$ cat config.mk
export PLATFORM = sky130hd
export DESIGN_NAME = if_fetch_queue
export DESIGN_NICKNAME = d
export VERILOG_FILES = /design/src/rtl/if_fetch_queue.sv
export SDC_FILE = /design/constraint.sdc
export NUM_CORES = 1
export LEC_CHECK = 0
export CAP_MARGIN = 20
export CORE_MARGIN = 2
export CORE_UTILIZATION = 35
export CTS_CLUSTER_DIAMETER = 120
export DETAILED_ROUTE_END_ITERATION = 7
export GPL_TIMING_DRIVEN = 0
export HOLD_SLACK_MARGIN = 0.12
export SLEW_MARGIN = 25
export SYNTH_ARGS = -nofsm -noshare
export SYNTH_HDL_FRONTEND = slang
export SYNTH_SLANG_ARGS = --single-unit
$ cat constraint.sdc
create_clock -name clk -period 5.9 [get_ports clk]
set_clock_uncertainty 0.2 [all_clocks]
set_input_delay 1.475 -clock clk [delete_from_list [all_inputs] [get_ports clk]]
set_output_delay 1.475 -clock clk [all_outputs]
set_load 0.02 [all_outputs]
$ cat src/rtl/if_fetch_queue.sv
// Instruction-fetch stage: PC generator driving a combinational imem, buffering
// {pc, instr} pairs in a DEPTH-entry circular queue presented to decode via valid/ready.
module if_fetch_queue #(
    parameter logic [31:0] RESET_PC = 32'h0000_0000,
    parameter int unsigned DEPTH    = 4
) (
    input  logic                       clk,
    input  logic                       reset,
    input  logic                       redirect_valid,
    input  logic [31:0]                redirect_pc,
    output logic [31:0]                imem_addr,
    input  logic [31:0]                imem_rdata,
    output logic                       out_valid,
    input  logic                       out_ready,
    output logic [31:0]                out_pc,
    output logic [31:0]                out_instr,
    output logic [$clog2(DEPTH):0]     occupancy
);

    localparam int unsigned PW = $clog2(DEPTH);
    localparam int unsigned OW = PW + 1;

    logic [31:0]   pc_q;
    logic [31:0]   pc_mem    [DEPTH];
    logic [31:0]   instr_mem [DEPTH];
    logic [PW-1:0] rd_ptr;
    logic [PW-1:0] wr_ptr;
    logic [OW-1:0] count;
    logic          full;
    logic          pop;
    logic          push;
    logic [31:0]   redirect_target;

    assign full            = (count == OW'(DEPTH));
    assign out_valid       = (count != '0);
    assign pop             = out_valid & out_ready;
    // A full queue can still accept a new entry when the head leaves this cycle.
    assign push            = ~redirect_valid & (~full | pop);
    assign redirect_target = redirect_pc & 32'hFFFF_FFFC;

    assign imem_addr = pc_q;
    assign out_pc    = pc_mem[rd_ptr];
    assign out_instr = instr_mem[rd_ptr];
    assign occupancy = count;

    always_ff @(posedge clk) begin
        if (reset) begin
            pc_q <= RESET_PC;
        end else if (redirect_valid) begin
            pc_q <= redirect_target;
        end else if (push) begin
            pc_q <= pc_q + 32'd4;
        end
    end

    always_ff @(posedge clk) begin
        if (push) begin
            pc_mem[wr_ptr]    <= pc_q;
            instr_mem[wr_ptr] <= imem_rdata;
        end
    end

    always_ff @(posedge clk) begin
        if (reset || redirect_valid) begin
            rd_ptr <= '0;
            wr_ptr <= '0;
            count  <= '0;
        end else begin
            if (push) wr_ptr <= wr_ptr + PW'(1);
            if (pop)  rd_ptr <= rd_ptr + PW'(1);
            case ({push, pop})
                2'b10:   count <= count + OW'(1);
                2'b01:   count <= count - OW'(1);
                default: count <= count;
            endcase
        end
    end

endmodule

==> impl_metrics.py <==
metrics = {
    "route": {
        "detail_route.iter0.violations": 424,
        "met2_length_um": 12600,
        "total_met3_wirelength_after_detailed_routing_um": 1540,
        "uppermost_metal_layer_occupied_by_signal_nets": "met4",
        "detailedRoute.firstPassIterationCount": 4,
        "final_antenna_net_count": 0,
        "routedLengthMet1_um": 11500,
        "total_via_count_in_the_routed_design": 6379,
        "postRouteWirelength_um": 26000,
        "wire_per_inst_um": 20.8,
        "vias_per_cell": 5.11,
        "drc": 0,
    },
    "grt": {
        "grt_use_total_pct": 15.3,
        "grt_pass1_vias": 6494,
        "wire_length_of_the_first_global_routing_pass_um": 39200,
        "initial_antenna_violation_count": 1,
        "grt_max_degree": 40,
        "total_global_routing_overflow": 0,
    },
    "critical_path": {
        "end_kind": "primary output",
        "critPathMaxFanout": 10,
        "worst_setup_path_endpoint": "out_pc[3]",
        "critPathKind": "reg -> out",
        "arrival_ns": 3.11,
        "crit_path_max_incr_delay_ns": 0.61,
        "crit_slowest_cell": "sky130_fd_sc_hd__clkbuf_1",
        "crit_cells": 4,
        "required_arrival_time_at_the_worst_endpoint_ns": 4.22,
        "critical_path.reg2reg.endpoint": "instr_mem[0][10]",
        "cp_num_buf_inv": 3,
        "setup.reg_to_reg.worst_slack_ns": 3.31,
        "worst_path_dominant_cell_family": "buffers and inverters",
        "cp_startpoint_kind": "flop",
        "timing.rr.start": "occupancy[0]",
        "reg2reg_depth": 5,
        "worstPathCellList": "clkbuf_1 -> buf_2 -> mux4_2 -> clkdlybuf4s50_1",
    },
    "sta": {
        "fin_tns_setup_ns": 0,
        "worst_slew_pin_slew_ns": 0.815,
        "setup_viol_count_final": 0,
        "report.final.slew_viol_count": 0,
        "maxClockFrequency_mhz": 209,
        "max_slew_margin_pct": 45.7,
        "rsz0062_at_grt": "no",
        "finalWorstPathRequiredPeriod_ns": 4.79,
        "fin_crit_sh_pct": 81.1,
        "total_count_of_hold_check_failures_in_the_final_report": 0,
    },
    "cells_and_area": {
        "post_route_cells_drive_above_1_share_pct": 17.0,
        "fin_nets": 897,
        "fillerInstances": 2754,
        "area_growth_pct": 28.9,
        "antenna_cells_inserted": 0,
        "postLayoutCoreUtil_pct": 46.0,
    },
    "place": {
        "portBuffers": 160,
        "routabilityCongestion": 0.771,
        "hpwl_um": 17200,
    },
    "cts": {
        "clkSinkCount": 287,
        "clock_path_buffers": 3,
        "h-tree-depth": 1,
        "cts.clk_slew.worst_paths_ns": 0.06,
        "clock_latency_ns": 0.54,
        "cts_made_buffers": 31,
        "cts_setup_buffers": 0,
        "ctsHoldBuffers": 0,
        "tritoncts": "built",
        "cts-root-buf": "sky130_fd_sc_hd__clkbuf_16",
        "cts-resized-gates": 0,
    },
    "floorplan": {
        "initial_utilization_pct": 35.7,
        "die-height_um": 184,
        "placeableCoreArea_sq_um": 31600,
        "design.die.area_sq_um": 33700,
        "fp-row-count": 65,
        "ioPinCount": 168,
        "floorplan.die.width_um": 184,
    },
    "synthesis": {
        "synth.cells.most_frequent": "sky130_fd_sc_hd__edfxtp_1 (248), sky130_fd_sc_hd__mux4_2 (62), sky130_fd_sc_hd__dfxtp_1 (39), sky130_fd_sc_hd__nor2_1 (36), sky130_fd_sc_hd__nand2_1 (26)",
        "synth_cell_types": 50,
        "synth_seq_area_share_pct": 72.8,
        "post_synth_instance_area_sq_um": 11300,
        "postSynth.asyncResetShare_pct": 0,
        "avgSynthCellArea_sq_um": 18.1,
        "edff_count_synth": 248,
        "synth_top_cell_by_area": "sky130_fd_sc_hd__edfxtp_1",
        "post-synth-top-count-cell": "sky130_fd_sc_hd__edfxtp_1",
        "synthesis.yosys.warnings": 0,
        "synth.ff_latch_count": 287,
        "ys_top_cells_by_area": "sky130_fd_sc_hd__edfxtp_1 (66%), sky130_fd_sc_hd__mux4_2 (12%), sky130_fd_sc_hd__dfxtp_1 (6.9%)",
        "yosysTopAreaCellShare_pct": 65.9,
        "netlist_instances": 623,
        "dominant_synthesized_flop_cell": "sky130_fd_sc_hd__edfxtp_1",
    },
    "hold_path": {
        "timing.hold.worst.class": "reg -> reg",
        "timing.hold.worst.start": "wr_ptr[1]",
    },
    "power_and_ir_drop": {
        "vdd_ir_drop_max_mv": 0.222,
        "cellLeakagePower_nw": 4.64,
        "p_per_area_nw_per_um2": 321,
        "power.total_mw": 4.68,
    },
    "job": {
        "maxCapViolCount": 0,
    },
    "outcome": {
        "outcome": "completed",
    },
}
placed cells by master (no fill, tap or decap), drive strengths merged, types with 5 or more instances in the layout:
master	n
xnor2	5
nand2	26
buf	23
inv	10
clkinv	10
edfxtp	248
nor2	36
o21ai	11
a211oi	8
and3	10
or3	13
a21oi	7
nand3	13
mux4	62
o31ai	5
clkdlybuf4s50	160
nand4	12
xor2	6
ha	5
and4	9
or4	7
nor3	5
clkbuf	61
dfxtp	39
a311oi	15
power by group:
part,switching (mW),internal (mW),leakage (nW),total [mW]
logic,0.200,0.200,1.52,0.400
registers,0.0554,2.29,2.61,2.34
clock network,0.758,1.18,0.506,1.93
metal layers:
metal  vias to the layer above  GRT usage (%)
li1                       2927              -
met1                      3237           20.9
met2                       190           25.7
met3                        25           3.11
met4                         0           2.88
met5                         -              0
per-stage QoR:
step	area (sq um)	instances	hold slack, ns	worst slack [ns]
final	14600	1249	0.309	1.11
after global routing	14600	1249	0.347	0.900
after CTS	14600	1249	0.304	0.997
after detailed placement	13500	1192	0.296	1.55
after global placement	13400	1188	0.290	-0.527
after floorplan	11300	626	0.265	1.42
area by class of cell:
class | instances | area (sq um) | area share [%]
sequential | 287 | 8230 | 56.5
buffer | 40 | 200 | 1.37
inverter | 9 | 33.8 | 0.232
timing repair buffer | 164 | 1700 | 11.6
clock inverter | 17 | 196 | 1.35
multi-input combinational | 290 | 2870 | 19.7
clock buffer | 40 | 840 | 5.76
tap | 402 | 503 | 3.45
registers in the layout (all words and copies together) (netlist names), named ones only:
name / flops
pc_mem: 120
instr_mem: 128
imem_addr: 30
occupancy: 3
rd_ptr: 2
wr_ptr: 2
worst reg2reg max path, cell delays in order (launching register included):
cell                       delay [ns]
sky130_fd_sc_hd__dfxtp_1         0.44
sky130_fd_sc_hd__or4b_4          0.18
sky130_fd_sc_hd__buf_6           0.12
sky130_fd_sc_hd__clkbuf_1        0.38
sky130_fd_sc_hd__and3_4          0.62
sky130_fd_sc_hd__buf_12          0.31
how the worst min path moves through the flow:
stage / to / cells past startpoint
6_report: wr_ptr[1] / 2
5_1_grt: wr_ptr[1] / 2
4_1_cts: wr_ptr[1] / 2
3_5_place_dp: wr_ptr[1] / 2
3_3_place_gp: wr_ptr[1] / 2
2_1_floorplan: wr_ptr[1] / 2
cell families after synthesis:
kind of cell               share of synthesized area, %
AOI/OAI and AO/OA                                  3.73
xor gates and xnor gates                          0.853
adders and majority gates                         0.731
buffers and inverters                              2.07
DFF                                                72.8
muxes                                              12.4
other                                            0.0332
and+or+nand+nor                                    7.32
Power figures use the tool's default switching activity.
